## src/rtl/reglk_pkg.sv

```systemverilog
// Shared types and constants for the register-lock commit block.
// Holds the commit FSM state encoding, the lock byte width and the
// default peripheral count / acknowledge timeout.
package reglk_pkg;

    localparam int unsigned LK_BYTE_W          = 8;
    localparam int unsigned NB_PERIPHERALS_DEF = 14;
    localparam int unsigned ACK_TIMEOUT_DEF    = 255;
    localparam int unsigned WAIT_CNT_W         = 16;

    typedef enum logic {
        ST_SCAN = 1'b0,
        ST_WAIT = 1'b1
    } state_e;

endpackage

```

## src/rtl/reglk_timeout_cnt.sv

```systemverilog
// Acknowledge wait counter for the lock commit FSM.
// Ports:
//   clk_i, rst_ni : clock, synchronous active-low reset
//   clr           : force the count back to zero (has priority over en)
//   en            : count one waiting cycle
//   limit         : number of waiting cycles allowed (1..2^CNT_W-1)
//   expired_c     : high in the waiting cycle that reaches the limit
module reglk_timeout_cnt #(
    parameter int unsigned CNT_W = 16
) (
    input  logic             clk_i,
    input  logic             rst_ni,
    input  logic             clr,
    input  logic             en,
    input  logic [CNT_W-1:0] limit,
    output logic             expired_c
);

    logic [CNT_W-1:0] cnt_q;

    // Count holds the number of completed waiting cycles.
    always_ff @(posedge clk_i) begin
        if (!rst_ni) begin
            cnt_q <= '0;
        end else if (clr) begin
            cnt_q <= '0;
        end else if (en) begin
            cnt_q <= cnt_q + CNT_W'(1);
        end
    end

    // The cycle currently being counted is the limit-th one.
    assign expired_c = en && (cnt_q == (limit - CNT_W'(1)));

endmodule

```

## src/rtl/reglk_commit.sv

```systemverilog
// Register-lock commit stage. Scans the raw lock bytes round-robin and, for a
// peripheral whose lock byte would gain bits, requests an update and commits
// the snapshotted byte once the peripheral acknowledges (or after a timeout,
// so that locks are never withheld). Lock bits only ever get set here; they
// are cleared by reset or jtag_unlock.
// Ports:
//   clk_i, rst_ni : clock, synchronous active-low reset
//   jtag_unlock   : clears all committed locks on the next edge
//   reglk_raw_i   : raw lock bytes, byte i for peripheral i
//   reglk_ctrl_o  : committed lock bytes (registered)
//   upd_req_o     : one-hot update request, level
//   upd_ack_i     : per-peripheral ready acknowledge
//   busy_o        : request outstanding
//   err_o         : sticky acknowledge-timeout flag
//   err_idx_o     : peripheral of the most recent timeout
// NB_PERIPHERALS must be at least 2; ACK_TIMEOUT must be in 1..65535.
module reglk_commit
    import reglk_pkg::*;
#(
    parameter int unsigned NB_PERIPHERALS = NB_PERIPHERALS_DEF,
    parameter int unsigned ACK_TIMEOUT    = ACK_TIMEOUT_DEF
) (
    input  logic                                   clk_i,
    input  logic                                   rst_ni,
    input  logic                                   jtag_unlock,
    input  logic [LK_BYTE_W*NB_PERIPHERALS-1:0]    reglk_raw_i,
    output logic [LK_BYTE_W*NB_PERIPHERALS-1:0]    reglk_ctrl_o,
    output logic [NB_PERIPHERALS-1:0]              upd_req_o,
    input  logic [NB_PERIPHERALS-1:0]              upd_ack_i,
    output logic                                   busy_o,
    output logic                                   err_o,
    output logic [$clog2(NB_PERIPHERALS)-1:0]      err_idx_o
);

    localparam int unsigned     IDX_W    = $clog2(NB_PERIPHERALS);
    localparam logic [IDX_W-1:0] IDX_LAST = IDX_W'(NB_PERIPHERALS - 1);

    state_e                                    state_q;
    logic [IDX_W-1:0]                          idx_q;
    logic [IDX_W-1:0]                          idx_nxt_c;
    logic [NB_PERIPHERALS-1:0][LK_BYTE_W-1:0]  raw_c;
    logic [NB_PERIPHERALS-1:0][LK_BYTE_W-1:0]  commit_q;
    logic [LK_BYTE_W-1:0]                      staging_q;
    logic [LK_BYTE_W-1:0]                      target_c;
    logic                                      change_c;
    logic                                      ack_c;
    logic                                      cnt_clr_c;
    logic                                      cnt_en_c;
    logic                                      expired_c;

    assign raw_c        = reglk_raw_i;
    assign reglk_ctrl_o = commit_q;

    // Monotonic target: raw bits can add locks but never remove committed ones.
    assign target_c  = raw_c[idx_q] | commit_q[idx_q];
    assign change_c  = (target_c != commit_q[idx_q]);
    assign ack_c     = upd_ack_i[idx_q];
    assign idx_nxt_c = (idx_q == IDX_LAST) ? '0 : idx_q + IDX_W'(1);

    // Counter idles at zero outside WAIT, so it starts from zero on entry.
    assign cnt_clr_c = (state_q != ST_WAIT) || jtag_unlock;
    assign cnt_en_c  = (state_q == ST_WAIT) && !ack_c;

    reglk_timeout_cnt #(
        .CNT_W (WAIT_CNT_W)
    ) u_timeout_cnt (
        .clk_i     (clk_i),
        .rst_ni    (rst_ni),
        .clr       (cnt_clr_c),
        .en        (cnt_en_c),
        .limit     (WAIT_CNT_W'(ACK_TIMEOUT)),
        .expired_c (expired_c)
    );

    // Scan / wait FSM with registered request, busy and error outputs.
    always_ff @(posedge clk_i) begin
        if (!rst_ni) begin
            state_q   <= ST_SCAN;
            idx_q     <= '0;
            commit_q  <= '0;
            staging_q <= '0;
            upd_req_o <= '0;
            busy_o    <= 1'b0;
            err_o     <= 1'b0;
            err_idx_o <= '0;
        end else if (jtag_unlock) begin
            // Error history survives an unlock on purpose.
            state_q   <= ST_SCAN;
            idx_q     <= '0;
            commit_q  <= '0;
            staging_q <= '0;
            upd_req_o <= '0;
            busy_o    <= 1'b0;
        end else begin
            case (state_q)
                ST_SCAN: begin
                    if (change_c) begin
                        staging_q <= target_c;
                        upd_req_o <= NB_PERIPHERALS'(1) << idx_q;
                        busy_o    <= 1'b1;
                        state_q   <= ST_WAIT;
                    end else begin
                        idx_q <= idx_nxt_c;
                    end
                end
                ST_WAIT: begin
                    // Ack wins over a coinciding timeout; a timeout still
                    // commits so the lock is never held back.
                    if (ack_c || expired_c) begin
                        commit_q[idx_q] <= staging_q;
                        upd_req_o       <= '0;
                        busy_o          <= 1'b0;
                        idx_q           <= idx_nxt_c;
                        state_q         <= ST_SCAN;
                        if (!ack_c) begin
                            err_o     <= 1'b1;
                            err_idx_o <= idx_q;
                        end
                    end
                end
            endcase
        end
    end

endmodule

```

## config.mk

```make
export PLATFORM = sky130hd
export DESIGN_NAME = reglk_commit
export DESIGN_NICKNAME = d
export VERILOG_FILES = /design/src/rtl/reglk_pkg.sv /design/src/rtl/reglk_timeout_cnt.sv /design/src/rtl/reglk_commit.sv
export SDC_FILE = /design/constraint.sdc
export NUM_CORES = 1
export LEC_CHECK = 0
export ABC_AREA = 1
export BUFFER_PORTS_ARGS = -buffer_cell sky130_fd_sc_hd__buf_2
export CAP_MARGIN = 25
export CORE_ASPECT_RATIO = 2
export CORE_UTILIZATION = 57
export DETAILED_ROUTE_END_ITERATION = 16
export PLACE_DENSITY = 0.86
export REMOVE_ABC_BUFFERS = 1
export SYNTH_ARGS = -nofsm -noshare
export SYNTH_HDL_FRONTEND = slang
export SYNTH_SLANG_ARGS = --single-unit
```

## constraint.sdc

```tcl
create_clock -name clk_i -period 5.4 [get_ports clk_i]
set_input_delay 0.27 -clock clk_i [delete_from_list [all_inputs] [get_ports clk_i]]
set_output_delay 0.27 -clock clk_i [all_outputs]
set_load 0.01 [all_outputs]
```

* Word level (Yosys, flattened, before mapping)
Cells that the tools add are included.
** Cells by class
- Shift operators :: 1
- Multiplexer cells :: 22
- Bitwise gates (word level) :: 5
- Order comparisons :: 2
- Eq/ne operators :: 6
- Reduce and logical (&&, ||, !) cells :: 13
- Add/subtract/negate cells :: 2
** Operator list (number)
- $bwmux W112 :: 1
- $bmux W8 S4 :: 2
- $demux W8 S4 :: 1
- $mux W14 :: 2
- $pmux W14 S2 :: 1
- $mux W8 :: 3
- $add A16 B1 Y16 const B :: 1
- $eq A16 B8 Y1 const B :: 1
- $shl A1 B4 Y14 const A :: 1
- $mux W4 :: 3
- $ne A8 B8 Y1 :: 1
- $or A8 B8 Y8 :: 1
- $pmux W4 S2 :: 1
- $reduce_and A2 Y1 :: 4
- $lt A4 B5 Y1 const B :: 1
- $mux W1 :: 5
- $add A4 B1 Y4 const B :: 1
- $bmux W1 S4 :: 1
- $eq A4 B4 Y1 const B :: 1
- $ge A4 B1 Y1 const B :: 1
- $ne A2 B2 Y1 const B :: 2
- $not A1 Y1 :: 4
- $pmux W1 S2 :: 2
- $reduce_and A4 Y1 :: 1
- other kinds (5) :: 9
** Storage, ports and cells
- Register bits :: 161
- Word-level logic and storage cells :: 73
- Bits of input ports :: 129
- Output and inout port bits :: 132

* Longest topological paths before layout
Gate-level depths: netlist of run 1.
- Word-level depth :: 8
- Mapped depth :: 20
- Gate-level depth less buffers :: 17

* Hierarchy
A second synthesis of run 1 with hierarchy kept.
** Unflattened totals
- Cell total of the unflattened synthesis :: 1601
- Area, all modules :: 9506.6 µm²
** Modules (own cells, without submodules)
- reglk_commit :: area an instance 8069.0 µm², sequential area each 2902.8 µm², instances 1, cells an instance 1359
- reglk_timeout_cnt :: area an instance 1437.6 µm², sequential area each 320.3 µm², instances 1, cells an instance 242

* Least setup slack after synthesis of run 1
OpenSTA, ideal clock, no wires.
- Path type :: reg-to-reg
- Start point :: reg idx_q[2]
- End point :: reg commit_q (netlist bit reglk_ctrl_o[109])
- Stages on the path, launching flop included :: 16
- Data arrival time :: 1872 ps
- Setup slack :: 3409 ps
- Path buffers :: 4
- Setup time :: 119 ps
- Required time :: 5281 ps
- Clock period less this slack :: 1991 ps
- Cells stage by stage :: dfxtp_1 buf_4 nand2_1 nor2_1 buf_2 nand2_1 nand2_1 a21oi_1 nand2_2 inv_2 nand2_4 buf_8 nand3_4 buf_4 o21ai_0 a21oi_1
** On the way
- Word-level cells in the longest chain between the ends :: 7
- Elaborated cells on any way between the ends :: 13
- Those cells by class :: order compare (2); mux (5); reduce/logical (6)
** Ends and longest elaborated chain
- start: declaration :: RTL line reglk_commit.sv:39 : logic [IDX_W-1:0] idx_q;
- start signal: assignment :: RTL line reglk_commit.sv:103 : idx_q <= idx_nxt_c;
- start signal: assignment :: RTL line reglk_commit.sv:113 : idx_q <= idx_nxt_c;
- parallel branches: the longest is 7 deep, another holds $lt A4 B5 Y1
- end signal: indexed assignment :: RTL line reglk_commit.sv:110 : commit_q[idx_q] <= staging_q;
- end: declaration :: RTL line reglk_commit.sv:42 : logic [NB_PERIPHERALS-1:0][LK_BYTE_W-1:0] commit_q;
Parallel ways; which one is timed is not known. The select of a mux whose other input is x is not followed.
A chain may end at the register's enable or synchronous reset.

* Worst setup path after layout of run 1
- Start point :: reg idx_q[0]
- End point :: reg commit_q (netlist bit reglk_ctrl_o[14])
The elaborated chain is that of the path after synthesis.

==> results.md, run 1 <==
- Congestion Overflow GR: 0
- Synthesized area: 9116 µm²
- Average wire per standard cell: 15.93 µm
- Routed WL: 30000 µm
- Clock tree buffer depth: 2
- Yosys cell types: 34
- Endpoint class of the critical path: register
- Synthesis-stage register bit count: 161
- Dominant cells by area after synthesis: dfxtp_1 (35%), nand2_1 (21%), a21oi_1 (7.2%)
- Setup TNS: 0 ns
- Residual DRC count: 0
- FF-to-FF setup slack: 1.59 ns
- PortBufs: 260
- Synth async-reset ratio: 0%
- # rows: 65
- Post-place instance area: 10260 µm²
- Worst hold endpoint: err_o
- Rel. slew slack: 29.77%
- Iter 0 DRT Violations: 833
- Routability Congestion: 0.9707
- Cell count along the critical path: 13
- Crit-path slowest cell: dfxtp_4
- Status: finished clean
- Synth Instances: 1464
- Fraction of layout cells with a size suffix above 1: 20.81%
- Initial core utilization: 58.08%
- Post-CTS Setup Bufs: 0
- Worst hold start: rst_ni
- Crit-path most repeated cell: nand2_1
- Count leader, synth: nand2_1
- Clock Sinks: 161
- Worst-Margin Slew: 1.052 ns
- Hold buffers post-CTS: 0
- Gr usage total: 36.17%
- Worst Hold Class: primary input to register
- CTS buffer count: 17
- Reg2Reg Depth: 13
- Global-route wire length before repair: 46800 µm
- DIE AREA: 16530 µm²
- MaxCap Viol Count: 0
- Vias: 10220
- Final instance area: 10910 µm²
- CP cell instances: nand2_1 > inv_1 > a22oi_1 > nand2_1 > nand2_1 > nand2_1 > inv_1 > nand2_2 > inv_2 > nand2_4 > nand3_1 > o21ai_0 > a21oi_1
- Maximum VDD drop: 272.4 µV
- Die Ht: 180.9 µm
- Hold path depth: 3
- Setup Skew: 0.01252 ns
- CP Data Required Time: 5.70 ns
- RSZ-0062 raised after global routing: false
- Setup crit start kind: register
- Largest area contributor in the netlist: dfxtp_1
- Top-area cell type share of the netlist area: 35.36%
- Synth Area per Inst: 6.227 µm²
- CTS tree: built
- Area grow syn2layout: 19.67%
- CTS clk-pin slew, worst paths: 0.07 ns
- Synth warn: 0
- Worst r2r src: idx_q[0]
- CP Class: register to register
- Number of synthesized flops with an enable pin: 0
- Final HPWL DP: 21260 µm
- Post-synthesis sequential area ratio: 35.36%
- Die width: 91.43 µm
- Period Utilization, post-route: 70.49%
- Critical path peak fanout: 99
- Bufs and invs on worst path: 3
- Hold Violations, Final: 0
- Slowest stage delay, CP: 0.96 ns
- FF-to-FF End: reglk_ctrl_o[14]
- H-Tree Depth: 4
- Nets@finish: 1802
- Drt pass-1 iters: 9
- Vias in the first global route: 9450
- Vias/cell: 5.427
- Post-route minimum period: 3.807 ns
- Crit-path leading delay family: simple AND/OR/NAND/NOR gates
- Commonest cells in the netlist: nand2_1 (520), dfxtp_1 (161), inv_1 (160)
- CTS root buffer: clkbuf_16
- Max-slew violation count: 0
- # diodes: 0
- Synth Flop Type: dfxtp_1
- Largest net degree at the start of global routing: 125
- Skew-Pair Late Insertion Delay: 0.44 ns
- # setup viols final: 0
- Core box area: 15700 µm²
- CTS resizes: 0
- Arrival time worst endpoint: 4.10 ns
- Initial antenna violation count: 0
- Max Clock Freq: 0.2627 GHz
- PD cells: 253.5 nW/µm²
- P_leak: 0.005242 µW
- IO Pins: 261
- Post-route ant nets: 0
logic make-up after synthesis:
logic type	synth area share (%)
fa+ha+maj	0.5490
buf+inv	12.23
simple gates	35.25
compound gates	15.95
xor+xnor	0.6725
flops	35.36
cells in the final DEF (no fill, tap or decap), drive strengths merged, types with 13 or more instances in the layout:
master / Yosys / routed
inv: 164 / 172
nor2: 157 / 157
a21oi: 138 / 138
nand2: 527 / 527
o21ai: 133 / 133
dfxtp: 161 / 161
nand4: 13 / 13
nand3: 55 / 55
clkbuf: 32 / 17
buf: 51 / 269
power by group:
part	leakage (µW)	switching, µW	internal, µW
clock network	0.000296	543	742
logic	0.00365	162	92.0
registers	0.00130	31.3	1200
per-stage QoR:
step	hold WS [ns]	setup slack (ns)	total power, µW	utilization [%]	cells
final	0.2101	1.593	2765	69.50	1883
after global routing	0.2361	1.219	2840	69.50	1883
after CTS	0.2180	1.591	2760	69.33	1882
after detailed placement	0.4456	1.657	1499	65.38	1850
after global placement	0.4395	1.756	1496	65.29	1849
after floorplan	0.4522	-0.02402	1393	-	1381
worst reg2reg max path: stages (launching register included):
cell and delay, ns:
dfxtp_4 0.96, nand2_1 0.56, inv_1 0.29, a22oi_1 0.10, nand2_1 0.11, nand2_1 0.05
nand2_1 0.10, inv_1 0.05, nand2_2 0.09, inv_2 0.07, nand2_4 0.28, nand3_1 0.54
o21ai_0 0.39, a21oi_1 0.08
area by class of cell:
type | count | area, µm²
clock buffers | 17 | 425.4
clock inverters | 15 | 193.9
fillers | 1413 | 4787
inverters | 166 | 625.6
multi-input cells | 1054 | 4788
flip-flops and latches | 161 | 3228
well taps | 201 | 251.5
repair buffers | 269 | 1396
layer usage:
layer	part of all wire (%)	routed length [µm]	track usage (%)	vias up
met4	7.5	2256	28.06	0
met5	0	0	0	-
met3	6.7	1998	6.061	152
met1	35	10630	37.55	4559
li1	-	-	-	4988
met2	50	15110	63.49	520
sequential cells by signal, indices dropped and copies added (netlist names):
name / cells
upd_req_o: 14
err_idx_o: 4
idx_q: 4
state_q: 1
u_timeout_cnt.cnt_q: 16
reglk_ctrl_o: 112
err_o: 1
staging_q: 8
busy_o: 1
how the worst max path moves through the flow:
stage               startpoint                      to
global placement      idx_q[0]            staging_q[4]
CTS                   idx_q[0]        reglk_ctrl_o[14]
detailed placement    idx_q[0]            staging_q[4]
global route          idx_q[0]        reglk_ctrl_o[14]
finish                idx_q[0]        reglk_ctrl_o[14]
floorplan               rst_ni  u_timeout_cnt.cnt_q[5]
Power figures use the tool's default switching activity.
==> run 2: changes to the inputs <==
--- a/config.mk
+++ b/config.mk
@@ -9,9 +9,9 @@
 export BUFFER_PORTS_ARGS = -buffer_cell sky130_fd_sc_hd__buf_2
 export CAP_MARGIN = 25
 export CORE_ASPECT_RATIO = 2
-export CORE_UTILIZATION = 57
+export CORE_UTILIZATION = 53
 export DETAILED_ROUTE_END_ITERATION = 16
-export PLACE_DENSITY = 0.86
+export PLACE_DENSITY = 0.81
 export REMOVE_ABC_BUFFERS = 1
 export SYNTH_ARGS = -nofsm -noshare
 export SYNTH_HDL_FRONTEND = slang
==> constraint.sdc (replaced) <==
create_clock -name clk_i -period 3.72 [get_ports clk_i]
set_input_delay 0.186 -clock clk_i [delete_from_list [all_inputs] [get_ports clk_i]]
set_output_delay 0.186 -clock clk_i [all_outputs]
set_load 0.01 [all_outputs]
==> run 2 against run 1 <==
Effect of this change: flip-flop and latch count stayed put; first-iteration DRC count is 21% lower; final cell count is 0.58% higher; count of clock-buffer cells in the layout stayed put; clock power is 59% higher; worst hold slack worse by 0.068 ns; critical path depth is 1 lower; final area is 0.89% higher; register-to-register slack worse by 1.2 ns; setup slack worse by 1.2 ns; non-clock buffer count is 5 higher; total power is 51% higher; critical path type unchanged; critical endpoint is now reglk_ctrl_o[39].
==> results.md, run 2 (synthesis results as in run 1) <==
- Area grow syn2layout: 20.74%
- Clock tree buffer depth: 2 (unchanged)
- Fill count: 1574 (+11%)
- DIE AREA: 17760 µm² (+7.4%)
- PortBufs: 260 (unchanged)
- Post-route minimum period: 3.356 ns (-0.4506 ns)
- Setup crit start kind: register
- # setup viols final: 0 (unchanged)
- Critical path peak fanout: 44 (-56%)
- # diodes: 0 (unchanged)
- Maximum VDD drop: 494.2 µV (+81%)
- Largest net degree at the start of global routing: 125 (unchanged)
- Skew-Pair Late Insertion Delay: 0.43 ns (about the same)
- Core box area: 16770 µm² (+6.8%)
- Vias/cell: 5.290 (-2.5%)
- Endpoint class of the critical path: register
- Final HPWL DP: 21660 µm (+1.9%)
- Global-route wire length before repair: 46020 µm (-1.6%)
- Initial antenna violation count: 0 (unchanged)
- Fraction of layout cells with a size suffix above 1: 21.04% (+0.23 points)
- Setup WS pre-CTS: 0.5105 ns (-1.146 ns)
- Routed WL: 29870 µm (-0.43%)
- Placed Instances: 1861 (+0.59%)
- MaxCap Viol Count: 0 (unchanged)
- RSZ-0062 raised after global routing: false
- Max Clock Freq: 0.2980 GHz (+13%)
- Gr usage total: 33.52% (-2.6 points)
- Sequential power share: 42.5% (-1.9 points)
- Switching portion of total power: 24.93% (-1.7 points)
- Hold Violations, Final: 0 (unchanged)
- Routability Congestion: 0.9204 (-5.2%)
- Worst hold margin: 0.1424 ns (-0.06772 ns)
- Most frequent cells in the layout: nand2_1 (520), buf_2 (260), inv_1 (160)
- CTS resizes: 0 (unchanged)
- Worst-Margin Slew: 0.6999 ns (-0.3525 ns)
- Setup TNS: 0 ns (unchanged)
- CTS buffer count: 17 (unchanged)
- CTS root buffer: clkbuf_16
- Rel. slew slack: 53.28% (+24 points)
- Clock Sinks: 161 (unchanged)
- Setup crit start: idx_q[0]
- Worst r2r src: idx_q[0]
- Int Pwr: 3138 µW (+55%)
- Congestion Overflow GR: 0 (unchanged)
- Period Utilization, post-route: 90.21% (+20 points)
- Worst Hold Class: primary input to register
- Nets@finish: 1807 (+0.28%)
- Setup Skew: 0.008656 ns (-0.003867 ns)
- Initial core utilization: 54.37% (-3.7 points)
- Hold buffers post-CTS: 0 (unchanged)
- Die Ht: 187.5 µm (+3.7%)
- Status: finished clean
- # rows: 67 (+3.1%)
- Arrival time worst endpoint: 3.65 ns (-0.45 ns)
- PD cells: 379.8 nW/µm² (+50%)
- Die width: 94.74 µm (+3.6%)
- P_leak: 0.005287 µW (+0.86%)
- Worst setup margin: 0.3640 ns (-1.229 ns)
- Post-CTS Setup Bufs: 0 (unchanged)
- Worst hold start: rst_ni
- Combinational fraction of design power: 9.0% (-0.2 points)
- Residual DRC count: 0 (unchanged)
- Vias: 10020 (-1.9%)
- Average wire per standard cell: 15.77 µm (-1.0%)
- Drt pass-1 iters: 5 (-4)
- CTS tree: built
- Max-slew violation count: 0 (unchanged)
- IO Pins: 261 (unchanged)
- CP Class: register to register
- Post-route ant nets: 0 (unchanged)
- Psw: 1042 µW (+42%)
- Non-Filler Instances: 1894 (+0.58%)
- Clock Power Share: 48.5% (+2.0 points)
- CP Data Required Time: 4.01 ns (-1.69 ns)
- Commonest non-fill, non-tap cell in the layout: nand2_1
- Vias in the first global route: 9492 (+0.44%)
- H-Tree Depth: 4 (unchanged)
- CTS clk-pin slew, worst paths: 0.07 ns (about the same)
- Iter 0 DRT Violations: 656 (-21%)
- Largest register FFs: 112 (unchanged)
run 2: cell types whose count changed in the layout (fill, tap and decap cells not counted), sizes merged:
cell      previous run  this run
buf                269       274
clkinvlp             3         4
bufinv               3         6
inv                172       168
run 2: area by class of cell:
type                       instances  area, µm²  share of cell area [%]
multi-input combinational       1054       4788                   43.50
sequential                       161       3228                   29.33
clock inverter                    15      254.0                   2.308
clock buffer                      17      425.4                   3.865
tap                              207      259.0                   2.353
inverter                         166      625.6                   5.684
timing repair buffer             274       1426                   12.96
run 2: worst paths after layout:
check	end	slack (ns)	cells past startpoint
hold / removal	err_o	0.14	3
setup / recovery	reglk_ctrl_o[39]	0.36	12
hold reg to reg	err_idx_o[0]	0.45	2
setup reg to reg	reglk_ctrl_o[39]	0.36	12
run 2: layer usage:
layer	GRT usage [%]	routed length, µm
met3	5.894	1964
met5	0	0
met4	23.14	1964
met1	33.93	10470
met2	59.93	15470
run 2: metrics by stage:
step           utilization (%)  power, µW  cell area, µm²
3_3_place_gp             61.43       2177           10300
6_report                 65.65       4180           11010
4_1_cts                  65.49       4179           10980
5_1_grt                  65.65       4303           11010
3_5_place_dp             61.43       2181           10300
2_1_floorplan                -       2022            8627
run 2: worst max-delay path, stage by stage, from the launching register on:
cell     delay (ns)
dfxtp_4        0.50
inv_4          0.09
nand2_1        0.26
nor2_2         0.61
nand2_1        0.14
nand2_1        0.10
a21oi_1        0.05
nand2_2        0.10
inv_2          0.06
nand2_4        0.29
nand3_1        0.53
o21ai_0        0.38
a21oi_1        0.08
run 2: power groups by stage:
stage	sequential (µW)	clock, µW	combinational, µW
floorplan	1810	0	213
global placement	1810	0	364
detailed placement	1810	0	367
CTS	1770	2030	370
global route	1780	2110	420
finish	1780	2030	375
==> run 3: changes to the inputs <==
--- a/config.mk
+++ b/config.mk
@@ -11,8 +11,10 @@
 export CORE_ASPECT_RATIO = 2
 export CORE_UTILIZATION = 53
 export DETAILED_ROUTE_END_ITERATION = 16
-export PLACE_DENSITY = 0.81
+export PLACE_DENSITY = 0.82
 export REMOVE_ABC_BUFFERS = 1
+export SKIP_LAST_GASP = 1
+export SLEW_MARGIN = 10
 export SYNTH_ARGS = -nofsm -noshare
 export SYNTH_HDL_FRONTEND = slang
 export SYNTH_SLANG_ARGS = --single-unit
==> run 3 against run 2 <==
Effect of this change: die area did not move; via count up 1.1%; flip-flop and latch count stayed put; setup slack worse by 0.11 ns; worst hold slack lost 0.0040 ns; clock power is 14% lower; critical endpoint is now reglk_ctrl_o[18]; non-clock buffer count increased by 3; total power shrank 6.7%; sequential power about the same.
==> results.md, run 3 (synthesis results as in run 1) <==
- Status: finished clean
- CTS buffer count: 17 (unchanged)
- Setup TNS: 0 ns (unchanged)
- Period Utilization, post-route: 93.18% (+3.0 points)
- Drt pass-1 iters: 5 (unchanged)
- Gr usage total: 34.03% (+0.51 points)
- Arrival time worst endpoint: 3.77 ns (+0.12 ns)
- Rel. slew slack: 44.59% (-8.7 points)
- # rows: 67 (unchanged)
- Cell count along the critical path: 14 (+2)
- Post-route minimum period: 3.466 ns (+0.1104 ns)
- Iter 0 DRT Violations: 684 (+4.3%)
- CP cell instances: buf_4 > nand2_2 > inv_2 > a22oi_1 > nand2_1 > nand2_1 > nand2_1 > inv_1 > nand2_2 > inv_2 > nand2_4 > nand3_1 > o21ai_0 > a21oi_1
- Most frequent cells in the layout: nand2_1 (520), buf_2 (260), inv_1 (160)
- Clock tree buffer depth: 2 (unchanged)
- Vias/cell: 5.339 (+0.93%)
- Area grow syn2layout: 19.89%
- PD cells: 357.0 nW/µm² (-6.0%)
- Setup crit start: idx_q[0]
- Vias in the first global route: 9588 (+1.0%)
- Worst Hold Class: primary input to register
- Largest register FFs: 112 (unchanged)
- Critical path peak fanout: 51 (+16%)
- H-Tree Depth: 4 (unchanged)
- Design Power: 3901 µW (-6.7%)
- FF-to-FF setup slack: 0.25 ns (-0.11 ns)
- Worst hold start: rst_ni
- Clock Sinks: 161 (unchanged)
- CTS clk-pin slew, worst paths: 0.07 ns (about the same)
- Post-route ant nets: 0 (unchanged)
- Crit-path slowest cell: nand3_1
- Congestion Overflow GR: 0 (unchanged)
- P_leak: 0.005259 µW (-0.53%)
- Crit-path leading delay family: simple AND/OR/NAND/NOR gates
- Slowest stage delay, CP: 0.54 ns (-0.07 ns)
- CP Class: register to register
- # diodes: 0 (unchanged)
- Commonest non-fill, non-tap cell in the layout: nand2_1
- DIE AREA: 17760 µm² (unchanged)
- Endpoint class of the critical path: register
- Fraction of layout cells with a size suffix above 1: 21.12% (+0.081 points)
- Average wire per standard cell: 15.94 µm (+1.1%)
- Bufs and invs on worst path: 4 (+2)
- Largest net degree at the start of global routing: 125 (unchanged)
- Nets@finish: 1810 (+0.17%)
- # setup viols final: 0 (unchanged)
- Max Clock Freq: 0.2885 GHz (-3.2%)
- Worst setup endpoint: reglk_ctrl_o[18]
- Die Ht: 187.5 µm (unchanged)
- CTS resizes: 0 (unchanged)
- CP Data Required Time: 4.02 ns (about the same)
- RSZ-0062 raised after global routing: false
- Fill count: 1594 (+1.3%)
- Max-slew violation count: 0 (unchanged)
- MaxCap Viol Count: 0 (unchanged)
- Setup Skew: 0.008502 ns (-0.0001535 ns)
- IO Pins: 261 (unchanged)
- Skew-Pair Late Insertion Delay: 0.43 ns (about the same)
- CTS root buffer: clkbuf_16
- Worst-Margin Slew: 0.8302 ns (+0.1304 ns)
- Worst r2r src: idx_q[0]
- Setup crit start kind: register
- CTS tree: built
- Vias: 10130 (+1.1%)
- Crit-path most repeated cell: nand2_1
- Initial antenna violation count: 0 (unchanged)
- FF-to-FF End: reglk_ctrl_o[18]
- Core box area: 16770 µm² (unchanged)
- Global-route wire length before repair: 46540 µm (+1.1%)
- Routed WL: 30230 µm (+1.2%)
- Hold Violations, Final: 0 (unchanged)
- Die width: 94.74 µm (unchanged)
- Routability Congestion: 0.9279 (+0.81%)
- Maximum VDD drop: 348.0 µV (-30%)
- Final HPWL DP: 21860 µm (+0.93%)
- Residual DRC count: 0 (unchanged)
- Initial core utilization: 54.37% (unchanged)
- Reg2Reg Depth: 14 (+2)
- PortBufs: 260 (unchanged)
- Hold buffers post-CTS: 0 (unchanged)
- Post-CTS Setup Bufs: 0 (unchanged)
## run 3: metrics by stage
stage,instances,worst slack (ns),hold WS [ns],utilization [%],instance area [µm²]
2_1_floorplan,1381,-1.620,0.3837,-,8627
3_3_place_gp,1864,0.5535,0.4388,61.57,10320
3_5_place_dp,1864,0.4529,0.4423,61.57,10320
4_1_cts,1896,0.3725,0.1305,65.02,10900
5_1_grt,1897,0.04010,0.1500,65.19,10930
6_report,1897,0.2536,0.1384,65.19,10930
## run 3: worst min-delay path by stage
stage | to | slack [ns] | cells past startpoint
5_1_grt | err_o | 0.15 | 3
4_1_cts | err_o | 0.13 | 3
3_5_place_dp | err_o | 0.44 | 2
6_report | err_o | 0.14 | 3
3_3_place_gp | err_o | 0.44 | 2
2_1_floorplan | err_o | 0.38 | 2
## run 3: power breakdown
part | switching (µW) | internal [µW] | leakage (µW)
sequential | 34.8 | 1740 | 0.00130
clock | 743 | 1000 | 0.000275
combinational | 248 | 135 | 0.00368
total | 1030 | 2880 | 0.00526
## run 3: metal layers
metal / GRT usage [%] / wire length [µm] / up-vias
met5: 0 / 0 / -
met4: 26.86 / 2198 / 0
met3: 6.911 / 2239 / 132
met2: 59.52 / 15450 / 475
met1: 33.60 / 10350 / 4521
li1: - / - / 5001
## run 3: worst register-to-register path: cells and delay by family (launching register included)
kind,cells,cell delay [ns]
buf+inv,4,0.81
flops,1,0.38
simple gates,7,1.50
compound gates,3,0.64
## run 3: cell type report
class | count | area (µm²) | area share, %
Timing Repair Buffer | 277 | 1449 | 13.26
Inverter | 166 | 625.6 | 5.724
Clock buffer | 19 | 442.9 | 4.053
Tap cell | 207 | 259.0 | 2.370
Clock inverter | 13 | 136.4 | 1.248
Multi-Input combinational cell | 1054 | 4788 | 43.81
Sequential cell | 161 | 3228 | 29.54
